==> src/rtl/fc_act_serializer.sv <==
// Serializes an FC layer's accumulator vector into one saturated (optionally ReLU'd)
// activation per valid/ready beat; vectors arriving while busy are dropped and flagged.
module fc_act_serializer #(
  parameter int NUM_NEURONS = 8,
  parameter int ACC_WIDTH   = 32,
  parameter int DATA_WIDTH  = 8,
  parameter int RELU_EN     = 1,
  localparam int IW = (NUM_NEURONS > 1) ? $clog2(NUM_NEURONS) : 1
) (
  input  logic                                   clk,
  input  logic                                   rst_n,
  input  logic                                   vec_valid,
  input  logic [NUM_NEURONS-1:0][ACC_WIDTH-1:0]  vec_in,
  output logic                                   vec_ready,
  output logic                                   vec_drop,
  output logic                                   out_valid,
  input  logic                                   out_ready,
  output logic signed [DATA_WIDTH-1:0]           out_data,
  output logic [IW-1:0]                          out_index,
  output logic                                   out_last,
  output logic                                   out_sat
);

  localparam logic [IW-1:0] LAST_IDX = IW'(NUM_NEURONS - 1);
  localparam logic signed [ACC_WIDTH-1:0] MAX_V =
    {{(ACC_WIDTH-DATA_WIDTH+1){1'b0}}, {(DATA_WIDTH-1){1'b1}}};
  localparam logic signed [ACC_WIDTH-1:0] MIN_V =
    {{(ACC_WIDTH-DATA_WIDTH+1){1'b1}}, {(DATA_WIDTH-1){1'b0}}};

  typedef enum logic {IDLE, SEND} state_t;

  state_t              state_q, state_d;
  logic [IW-1:0]       idx_q, idx_d;
  logic                vec_drop_q;
  logic                at_last;
  logic                cap;
  logic [DATA_WIDTH:0] act_buf_p1 [NUM_NEURONS];

  // Packed result is {sat, data}: saturation flag travels with the clamped value.
  function automatic logic [DATA_WIDTH:0] saturate(input logic signed [ACC_WIDTH-1:0] x);
    logic signed [ACC_WIDTH-1:0] y;
    y = ((RELU_EN != 0) && (x < 0)) ? '0 : x;
    if (y > MAX_V)      return {1'b1, MAX_V[DATA_WIDTH-1:0]};
    else if (y < MIN_V) return {1'b1, MIN_V[DATA_WIDTH-1:0]};
    else                return {1'b0, y[DATA_WIDTH-1:0]};
  endfunction

  assign at_last   = (idx_q == LAST_IDX);
  assign out_valid = (state_q == SEND);
  assign vec_ready = (state_q == IDLE) || (out_valid && at_last && out_ready);
  assign cap       = vec_valid && vec_ready;

  assign out_index = idx_q;
  assign out_last  = out_valid && at_last;
  assign out_data  = out_valid ? $signed(act_buf_p1[idx_q][DATA_WIDTH-1:0]) : '0;
  assign out_sat   = out_valid ? act_buf_p1[idx_q][DATA_WIDTH] : 1'b0;
  assign vec_drop  = vec_drop_q;

  always_comb begin
    state_d = state_q;
    idx_d   = idx_q;
    case (state_q)
      IDLE: begin
        if (cap) begin
          state_d = SEND;
          idx_d   = '0;
        end
      end
      SEND: begin
        if (out_ready) begin
          if (at_last) begin
            state_d = cap ? SEND : IDLE;
            idx_d   = '0;
          end else begin
            idx_d = idx_q + 1'b1;
          end
        end
      end
      default: begin
        state_d = IDLE;
        idx_d   = '0;
      end
    endcase
  end

  always_ff @(posedge clk or negedge rst_n) begin
    if (!rst_n) begin
      state_q    <= IDLE;
      idx_q      <= '0;
      vec_drop_q <= 1'b0;
    end else begin
      state_q    <= state_d;
      idx_q      <= idx_d;
      vec_drop_q <= vec_valid && !vec_ready;
    end
  end

  // Stage p1: whole vector converted and captured in one cycle; data path carries no reset.
  always_ff @(posedge clk) begin
    if (cap) begin
      for (int i = 0; i < NUM_NEURONS; i++) begin
        act_buf_p1[i] <= saturate($signed(vec_in[i]));
      end
    end
  end

endmodule

==> config.mk <==
export PLATFORM = sky130hd
export DESIGN_NAME = fc_act_serializer
export DESIGN_NICKNAME = d
export VERILOG_FILES = /design/src/rtl/fc_act_serializer.sv
export SDC_FILE = /design/constraint.sdc
export NUM_CORES = 1
export LEC_CHECK = 0
export ABC_AREA = 1
export CAP_MARGIN = 20
export CORE_AREA = 2 2 106 108
export CTS_CLUSTER_DIAMETER = 60
export CTS_CLUSTER_SIZE = 25
export DETAILED_ROUTE_END_ITERATION = 16
export DIE_AREA = 0 0 108 110
export DONT_BUFFER_PORTS = 1
export PLACE_DENSITY = 0.56
export SYNTH_ARGS = -nofsm -noshare
export SYNTH_HDL_FRONTEND = slang
export SYNTH_SLANG_ARGS = --single-unit
==> constraint.sdc <==
create_clock -name clk -period 9.2 [get_ports clk]
set_clock_uncertainty 0.1 [all_clocks]
set_input_delay 1.84 -clock clk [delete_from_list [all_inputs] [get_ports clk]]
set_output_delay 1.84 -clock clk [all_outputs]
set_load 0.02 [all_outputs]
# [Word-level counts from Yosys, hierarchy flattened]
# Memories as Yosys holds them, arrays and structs flattened.
# Cells that the tools add are included.
[classes] addsub=1 multipliers=0 div_mod_pow=0 magnitude_cmp=24 eq_ne=3 shift=0 muxes=43 n_bitwise=1 reduce_logical=7
[ops] operator="> comparator 32 x 8 -> 1 bit (second input constant)" n=8
[ops] operator="less-than comparator 32 x 1 -> 1 bit (second input constant)" n=8
[ops] operator="less-than comparator 32 x 8 -> 1 bit (second input constant)" n=8
[ops] operator="two-way mux 32 bit" n=8
[ops] operator="two-way mux 9 bit" n=24
[ops] operator="two-way mux 3 bit" n=3
[ops] operator="two-way mux 8 bit" n=1
[ops] operator="one-hot mux 3 bit (2 select lines)" n=1
[ops] operator="two-way mux 1 bit" n=5
[ops] operator="logical AND 1 bit" n=4
[ops] operator="!= test 2 bit (second input constant)" n=2
[ops] operator="adder 3 x 1 -> 3 bit (second input constant)" n=1
[ops] operator="== test 3 bit (second input constant)" n=1
[ops] operator="one-hot mux 1 bit (2 select lines)" n=1
[ops] operator="AND reduction 2 bit" n=1
[ops] operator="logical NOT 1 bit" n=1
[ops] operator="logical OR 1 bit" n=1
[ops] operator="NOT 1 bit" n=1
[word_totals] ff_bits=5 latch_bits=0 ramBits=72 mem_bits_ro=0 input_bits=260 output_inout_bits=16 mem_count=1
[mem_list] name="act_buf_p1" words=8 width=9 read_ports=1 rd_clocked_by_memory_dff=0 write_ports=8 line_no="37" text="logic [DATA_WIDTH:0] act_buf_p1 [NUM_NEURONS];"

# [Logic depth before layout (Yosys ltp)]
# Gate-level depths: netlist (run 1).
[depth] ltp_word=9 depth_mapped=8 depth_no_buf=7

# [Least setup slack after synthesis (run 1)]
# Ideal clock, no wire load.
[synth_timing] path_type="input -> register" from="input port vec_valid" to="memory act_buf_p1[0][0] (netlist name) (enable)" setup_time_ns=0.526 arrival_ns=5.396 setup_slack_ns=3.178 path_stages=2 path_buffers=0 cell_sequence="inv_1 a21oi_1"
[synth_lines] element="start, declared" line_no="12" text="input logic vec_valid,"
[synth_lines] element="end, declared" line_no="37"

# [Worst setup path in the final report (run 1)]
[layout_timing] from="register idx_q[0], in the netlist out_index[0]" to="output port out_data[1]"
[layout_between] elab_chain_len=2
[layout_lines] element="start, declared" line_no="33" text="logic [IW-1:0] idx_q, idx_d;"
[layout_lines] element="start signal, assigned" line_no="93" text="idx_q <= idx_d;"
[layout_lines] element="memory read (8 x 9 bit)"
[layout_lines] element="two-way mux 8 bit" line_no="55" text="assign out_data = out_valid ? $signed(act_buf_p1[idx_q][DATA_WIDTH-1:0]) : '0;"
[layout_lines] element="end, declared" line_no="18" text="output logic signed [DATA_WIDTH-1:0] out_data,"
# Every way passes these cells.

==> flow_summary.toml, run 1 <==
[run_status]
outcome = "finished, final reports clean"

[clock_tree]
cts_tree = "yes"
cts_resized = 0
cts.sinks = 77
clock_latency_ns = 0.35
holdBufCountCts = 0
cts_made_buffers = 9
cts_setup_buffers = 0
cts_root_buf = "clkbuf_8"
htreeDepth = 3
clk_path_buf_depth = 2
path_clk_slew_ns = 0.07

[worst_setup_path]
critical_path_peak_fanout = 41
cp.arrival_ns = 2.65
reg2reg_depth = 5
worstSetupStartpointType = "flip-flop"
r2r-start = "out_index[1]$_DFFE_PN0P_"
critPathKind = "reg2out"
crit_start = "out_index[0]$_DFFE_PN0P_"
cp-end-kind = "primary output"
ff2ff_setup_slack_ns = 6.16
required_ns = 7.26
reg2reg_to = "act_buf_p1[5][0]$_SDFFCE_PN1P_"
cp-endpoint = "out_data[1]"

[timing]
fin_crit_sh_pct = 49.9
setup_viol = 0
tightest_slew_ns = 1.04
max_freq_mhz = 218
slew_headroom_pct = 30.5
finalMaxSlewViolations = 0
period_needed_ns = 4.59
rsz0062_at_grt = "false"
finalHoldViolCount = 0
tns_ns = 0

[global_routing]
grt_pass1_wl_mm = 17.0
antenna_found_initial = 0
grt_start_max_net_pins = 73
track_usage_pct = 18.7
grt_overflow = 0
grt_pass1_vias = 3609

[hold_path]
hp-class = "reg2reg"
hold_depth = 2

[power]
powerDensity_nw_per_um2 = 230
leakage_uw = 0.00208
ir_drop_uv = 90.0

[logic_synthesis]
yosysWarnings = 0
yosys.area.top_type = "edfxtp_1"
seq_area_frac_synth_pct = 51.6
ys_types = 18
ys_ff_latch = 77
netlist_instances = 613
syn_avg_cell_area_um2 = 7.23
synth_top_cell_area_share_pct = 48.8
synth_top_cells_by_area = "edfxtp_1, nand2_1, nor2_1, nand3_1, inv_1"
syn_area_um2 = 4430

[drt]
avgViaCountPerCell = 4.98
firstDrtPassIters = 5
post_drt_wl_per_cell_um = 14.6
ant_nets = 0
wirelength_mm = 11.2
drt-initial-drc-count = 219
drc = 0
num_vias = 3807

[placement]
dp_hpwl_mm = 8.78
place_congestion = 0.880
post-place-cells = 749
port_buffers = 0

[floorplan]
start_util_pct = 41.4
die_x_um = 108
dieArea_um2 = 11900
num_rows = 38
core_um2 = 10700
num_io_pins = 276
die_h_um = 110

[cells_and_area]
areaGrowthSynthToFinish_pct = 7.37
nets = 882
antenna_cells = 0
final_common_cell = "nand2_1"
finalNonFillerCells = 765
final_cell_mix = "nand2_1, nor2_1, edfxtp_1"
drive_gt1_share_pct = 4.32

[flow_run]
max_cap_violations = 0
-- where the power goes --
group / internal (µW) / switching, µW
Combinational: 98.1 / 241
Sequential: 422 / 76.9
Clock: 125 / 129
-- cell usage after synthesis (all sizes together) --
cell type,instances
nand2,299
dfrtp,5
clkbuf,1
inv,37
buf,11
edfxtp,72
a21oi,11
conb,1
ha,2
o21ai,3
nor2,141
nand3,28
clkinv,2
-- worst min-delay path by stage --
stage / from / end / slack [ns]
after global routing: out_valid$_DFF_PN0_ / out_index[2]$_DFFE_PN0P_ / 0.92
after CTS: out_valid$_DFF_PN0_ / out_index[2]$_DFFE_PN0P_ / 0.87
after floorplan: out_valid$_DFF_PN0_ / out_index[1]$_DFFE_PN0P_ / 0.59
final: out_valid$_DFF_PN0_ / out_index[2]$_DFFE_PN0P_ / 0.88
after global placement: out_valid$_DFF_PN0_ / out_index[2]$_DFFE_PN0P_ / 0.86
after detailed placement: out_valid$_DFF_PN0_ / out_index[2]$_DFFE_PN0P_ / 0.86
-- worst max-delay path, cell delays in order, from the launching register on --
cell and delay (ns):
dfrtp_2 0.95, inv_2 0.48, nand2_1 0.17, nand3_1 0.08, nand3_1 0.12, nand2_1 0.07, nor2_1 0.41
-- per-layer routing --
metal / GRT usage (%) / vias to the layer above / share of wire [%]
li1: - / 1915 / -
met1: 23.8 / 1722 / 42
met2: 31.4 / 159 / 50
met3: 4.47 / 11 / 7.1
met4: 6.23 / 0 / 1.3
met5: 0 / - / 0
-- cell families (layout without fill, tap and decap cells) --
kind of cell / count (synthesis) / in the layout / synth area share [%]
adders and majority gates: 2 / 2 / 0.565
DFF: 77 / 77 / 51.6
AOI/OAI and AO/OA: 14 / 14 / 1.58
buffers and inverters: 51 / 56 / 5.25
and+or+nand+nor: 468 / 468 / 40.9
other: 1 / 8 / 0.0846
-- registers in the layout (all words and copies together), names as in the netlist --
name,cells
act_buf_p1,72
out_valid,1
vec_drop,1
out_index,3
-- through the flow --
step           util [%]  total power, µW  area (µm²)  setup slack (ns)  hold slack [ns]
2_1_floorplan         -              788        4460              3.18            0.593
3_3_place_gp       42.7              844        4570              5.05            0.858
3_5_place_dp       42.7              848        4570              4.99            0.857
4_1_cts            44.5             1100        4760              4.58            0.871
5_1_grt            44.5             1160        4760              4.41            0.919
6_report           44.5             1090        4760              4.61            0.880
-- final cells by class --
class,instances,area (µm²)
fill,1119,5940
sequential,77,2290
multi-input combinational,492,1950
tap,140,175
inverter,39,146
clock buffer,10,128
clock inverter,6,63.8
timing repair buffer,1,7.51
(Power assumes the default switching activity.)
==> run 2, diff against run 1 <==
--- a/config.mk
+++ b/config.mk
@@ -5,13 +5,13 @@
 export SDC_FILE = /design/constraint.sdc
 export NUM_CORES = 1
 export LEC_CHECK = 0
-export ABC_AREA = 1
+export ABC_AREA = 0
 export CAP_MARGIN = 20
-export CORE_AREA = 2 2 106 108
+export CORE_AREA = 2 2 108 110
 export CTS_CLUSTER_DIAMETER = 60
 export CTS_CLUSTER_SIZE = 25
 export DETAILED_ROUTE_END_ITERATION = 16
-export DIE_AREA = 0 0 108 110
+export DIE_AREA = 0 0 110 112
 export DONT_BUFFER_PORTS = 1
 export PLACE_DENSITY = 0.56
 export SYNTH_ARGS = -nofsm -noshare
==> constraint.sdc (replaced) <==
create_clock -name clk -period 4.25 [get_ports clk]
set_clock_uncertainty 0.1 [all_clocks]
set_input_delay 0.85 -clock clk [delete_from_list [all_inputs] [get_ports clk]]
set_output_delay 0.85 -clock clk [all_outputs]
set_load 0.02 [all_outputs]
==> run 2 against run 1 <==
Compared with the run above: total power is 120% higher; die area rose by 3.7%; sequential share of layout area decreased by 1.1 points; wire length down 6.0%; cell area rose by 2.4%; via count shrank 18%; largest power group unchanged.
==> flow_summary.toml, run 2 <==
[run_status]
outcome = "finished, final reports clean"

[worst_setup_path]
critPathKind = "reg2out"
cp.depth = 3
cp_slowest_cell = "dfrtp_2"
critical-path-top-delay-family = "flip-flops"
reg2reg_depth = 5
required_ns = 3.30
ff2ff_setup_slack_ns = 1.30
critPathMaxStageDelay_ns = 0.96
critical_path_peak_fanout = 39
reg2reg_to = "act_buf_p1[3][3]$_SDFFCE_PN1P_"
critPathBufInv = 0
cp.arrival_ns = 2.32
r2r-start = "out_index[1]$_DFFE_PN0P_"
crit_chain = "mux4_2 > nor2_1 > a311oi_1"
worstSetupStartpointType = "flip-flop"
cp-end-kind = "primary output"

[power]
power_frac_comb_pct = 26.3
switching_share_pct = 32.3
seq_power_share_pct = 44.2
clkPwrFrac_pct = 29.5
p_switching_uw = 781
ir_drop_uv = 313
intPower_uw = 1630
powerDensity_nw_per_um2 = 496
leakage_uw = 0.00135

[drt]
ant_nets = 0
drc = 0
avgViaCountPerCell = 6.00
post_drt_wl_per_cell_um = 20.4
firstDrtPassIters = 7
drt-initial-drc-count = 105
wirelength_mm = 10.5
num_vias = 3104

[clock_tree]
clock_latency_ns = 0.32
path_clk_slew_ns = 0.06
cts_root_buf = "clkbuf_16"
cts_setup_buffers = 0
cts_made_buffers = 9
cts_tree = "yes"
holdBufCountCts = 0
cts_resized = 0
cts.sinks = 77
htreeDepth = 3
clk_path_buf_depth = 2

[logic_synthesis]
ys_types = 31
syn_avg_cell_area_um2 = 11.8
synth_ff_type = "edfxtp_1"
synth_top_cells_by_area = "edfxtp_1, nor3_2, mux2_2, a21oi_1, nor4_1"
synth_edf_count = 72
syn_area_um2 = 4610
ys_ff_latch = 77
yosys.area.top_type = "edfxtp_1"
yosysMostFrequentCell = "edfxtp_1"
synth_common_cells = "edfxtp_1, a21oi_1, nor3_2"
seq_area_frac_synth_pct = 49.6
netlist_instances = 392
yosysWarnings = 0
async_flop_share_pct = 6.49
synth_top_cell_area_share_pct = 46.9

[timing]
period_needed_ns = 3.27
fin_crit_sh_pct = 77.0
rsz0062_at_grt = "false"
fin_hold_ws_ns = 0.120
slew_headroom_pct = 39.6
max_freq_mhz = 305
tightest_slew_ns = 0.907
setup_viol = 0
tns_ns = 0
finalMaxSlewViolations = 0
worst_slack_ns = 0.976
finalHoldViolCount = 0

[global_routing]
antenna_found_initial = 0
grt_pass1_vias = 3056
grt_overflow = 0
grt_start_max_net_pins = 73
track_usage_pct = 16.2
grt_pass1_wl_mm = 14.9

[cells_and_area]
antenna_cells = 0
largest_reg_flops = 72
final_cell_mix = "edfxtp_1, a21oi_1, nor3_2"
nets = 631
final_common_cell = "edfxtp_1"
drive_gt1_share_pct = 31.3
areaGrowthSynthToFinish_pct = 5.59
largest-register = "act_buf_p1"

[floorplan]
die_h_um = 112
core_um2 = 11200
num_io_pins = 276
die_x_um = 110
start_util_pct = 41.3
num_rows = 39
dieArea_um2 = 12300

[placement]
pre_cts_ws_ns = 1.28
port_buffers = 0
dp_hpwl_mm = 8.26
place_congestion = 0.834

[hold_path]
hp-class = "in2async"

[flow_run]
max_cap_violations = 0
[run 2: worst max-delay path by stage]
stage / start / endpoint
5_1_grt: out_index[1]$_DFFE_PN0P_ / vec_ready
3_3_place_gp: out_index[1]$_DFFE_PN0P_ / act_buf_p1[0][2]$_SDFFCE_PN1P_
3_5_place_dp: out_index[1]$_DFFE_PN0P_ / act_buf_p1[0][4]$_SDFFCE_PN1P_
6_report: out_index[1]$_DFFE_PN0P_ / out_data[6]
2_1_floorplan: out_ready / act_buf_p1[0][0]$_SDFFCE_PN1P_
4_1_cts: out_index[1]$_DFFE_PN0P_ / out_data[6]
[run 2: power by group through the flow]
stage	sequential, µW	clock (µW)	combinational [µW]
detailed placement	1080	0	636
finish	1070	712	635
floorplan	982	0	640
CTS	1070	725	640
global route	1090	757	682
global placement	1080	0	627
[run 2: cell families after synthesis]
logic type	share of synthesized area [%]
AOI/OAI and AO/OA	10.4
and+or+nand+nor	24.7
muxes	9.25
DFF	49.6
buffers and inverters	5.42
other	0.0813
adders and majority gates	0.542
[run 2: layout make-up]
type	count	area, µm²
fill	1012	6300
clock inverter	6	53.8
multi-input combinational	279	2110
inverter	1	3.75
timing repair buffer	1	7.51
tap	143	179
sequential	77	2290
clock buffer	10	229
[run 2: through the flow]
| step | power [µW] | cell area (µm²) | std cells | utilization (%) |
|---|---|---|---|---|
| floorplan | 1620 | 4640 | 399 | - |
| global placement | 1710 | 4590 | 501 | 41.1 |
| detailed placement | 1720 | 4590 | 501 | 41.1 |
| CTS | 2430 | 4870 | 517 | 43.6 |
| global route | 2530 | 4870 | 517 | 43.6 |
| finish | 2420 | 4870 | 517 | 43.6 |
[run 2: layer usage]
metal,track usage (%),routed length [µm],vias up
met5,0,0,-
met4,7.26,230,0
met3,2.87,843,14
met2,27.8,5290,179
met1,19.7,4160,1425
li1,-,-,1486
[run 2: worst reg2reg max path, cell delays in order (launching register included)]
cell,delay [ns]
dfrtp_2,0.96
ha_1,0.29
ha_1,0.17
a21boi_0,0.20
nor2b_4,0.14
buf_4,0.66
==> run 3, diff against run 2 <==
==> constraint.sdc (replaced) <==
create_clock -name clk -period 3.4 [get_ports clk]
set_clock_uncertainty 0.1 [all_clocks]
set_input_delay 0.68 -clock clk [delete_from_list [all_inputs] [get_ports clk]]
set_output_delay 0.68 -clock clk [all_outputs]
set_load 0.02 [all_outputs]
==> run 3 against run 2 <==
Compared with the run above: sequential power increased by 21%; clock power increased by 20%; die area is the same; hold slack better by 0.23 ns; worst setup slack got worse by 0.51 ns; cell area grew 0.46%; final cell count up 0.58%; register-to-register slack got worse by 0.28 ns; critical path type unchanged; largest power group unchanged.
==> flow_summary.toml, run 3 (synthesis gave the netlist of run 2 again) <==
[placement]
place_congestion = 0.849
port_buffers = 0
post_dp_cell_area_um2 = 4620
dp_hpwl_mm = 8.48
pre_cts_ws_ns = 0.799

[drt]
wirelength_mm = 11.0
avgViaCountPerCell = 5.99
firstDrtPassIters = 4
ant_nets = 0
num_vias = 3114
drc = 0
post_drt_wl_per_cell_um = 21.1
drt-initial-drc-count = 158

[timing]
rsz0062_at_grt = "false"
worst_slack_ns = 0.467
slew_headroom_pct = 56.6
finalHoldViolCount = 0
finalMaxSlewViolations = 0
max_freq_mhz = 341
tns_ns = 0
setup_viol = 0
tightest_slew_ns = 0.651
period_needed_ns = 2.93
fin_crit_sh_pct = 86.3

[worst_setup_path]
worstSetupStartpointType = "flip-flop"
cp-end-kind = "primary output"
cp.arrival_ns = 2.15
r2r-start = "out_index[1]$_DFFE_PN0P_"
ff2ff_setup_slack_ns = 1.02
reg2reg_to = "act_buf_p1[6][2]$_SDFFCE_PN1P_"
reg2reg_depth = 5
critical_path_peak_fanout = 24
required_ns = 2.62
critPathKind = "reg2out"

[hold_path]
hold_depth = 1
hp-class = "in2reg"
hold_start = "vec_valid"
hold_end = "out_index[2]$_DFFE_PN0P_"

[cells_and_area]
largest-register = "act_buf_p1"
antenna_cells = 0
final_cell_mix = "edfxtp_1, a21oi_1, nor3_2"
areaGrowthSynthToFinish_pct = 6.08
largest_reg_flops = 72
fillerInstances = 1007
nets = 634
final_common_cell = "edfxtp_1"
design_area_um2 = 4890
drive_gt1_share_pct = 32.4

[run_status]
outcome = "finished, final reports clean"

[clock_tree]
htreeDepth = 3
clock_latency_ns = 0.33
cts.sinks = 77
path_clk_slew_ns = 0.06
cts_setup_buffers = 0
cts_made_buffers = 9
cts_resized = 0
cts_tree = "yes"
cts_root_buf = "clkbuf_16"
clk_path_buf_depth = 2

[floorplan]
dieArea_um2 = 12300
core_um2 = 11200
num_io_pins = 276
die_x_um = 110
die_h_um = 112
start_util_pct = 41.3
num_rows = 39

[power]
powerDensity_nw_per_um2 = 616
leakage_uw = 0.00136
ir_drop_uv = 373

[global_routing]
grt_overflow = 0
grt_pass1_wl_mm = 16.3
grt_pass1_vias = 3175
grt_start_max_net_pins = 73
antenna_found_initial = 0
track_usage_pct = 17.6

[flow_run]
max_cap_violations = 0
run 3: cell count changes in the layout (fill, tap and decap cells not counted), sizes merged:
| cell | previous run | this run |
|---|---|---|
| clkbuf | 10 | 9 |
| buf | 1 | 3 |
| bufinv | 1 | 0 |
| clkinvlp | 1 | 2 |
| dlygate4sd3 | 0 | 1 |
| clkinv | 4 | 5 |
run 3: cell type report:
type / count / area, µm² / area share (%)
clock buffers: 9 / 225 / 4.60
repair buffers: 4 / 45.0 / 0.920
clock inverters: 7 / 42.5 / 0.869
well taps: 143 / 179 / 3.66
multi-input cells: 279 / 2110 / 43.1
flip-flops and latches: 77 / 2290 / 46.8
inverters: 1 / 3.75 / 0.0767
run 3: where the power goes:
part	switching [µW]	internal, µW
Clock	363	488
Sequential	149	1150
Combinational	505	357
run 3: worst max-delay path by stage:
stage,startpoint,end,cells past startpoint
after global placement,out_index[1]$_DFFE_PN0P_,vec_ready,4
after detailed placement,out_index[1]$_DFFE_PN0P_,vec_ready,4
after CTS,out_index[1]$_DFFE_PN0P_,vec_ready,4
final,out_index[1]$_DFFE_PN0P_,vec_ready,4
after global routing,out_index[1]$_DFFE_PN0P_,vec_ready,4
after floorplan,out_index[1]$_DFFE_PN0P_,act_buf_p1[0][0]$_SDFFCE_PN1P_,4
run 3: through the flow:
stage               std cells  power, µW  hold slack [ns]  util, %
floorplan                 399       2030            0.284        -
global placement          503       2170            0.285     41.3
detailed placement        503       2190            0.285     41.3
CTS                       520       3050            0.345     43.8
global route              520       3180            0.347     43.8
finish                    520       3010            0.353     43.8
run 3: worst max-delay path, cell delays in order, from the launching register on:
cell	delay, ns
dfrtp_2	0.61
ha_1	0.29
ha_1	0.20
a21boi_0	0.48
inv_1	0.24
run 3: timing repair:
item | in CTS | in global routing
endpoints found under the hold margin | 5 | 0
hold buffers | 1 | 0
endpoints found under the setup margin | 0 | 0
run 3: per-layer routing:
layer	share of wire (%)	up-vias	track usage (%)
met2	51	173	30.2
li1	-	1490	-
met1	41	1444	22.5
met4	0.82	0	4.81
met5	0	-	0
met3	7.4	7	3.28
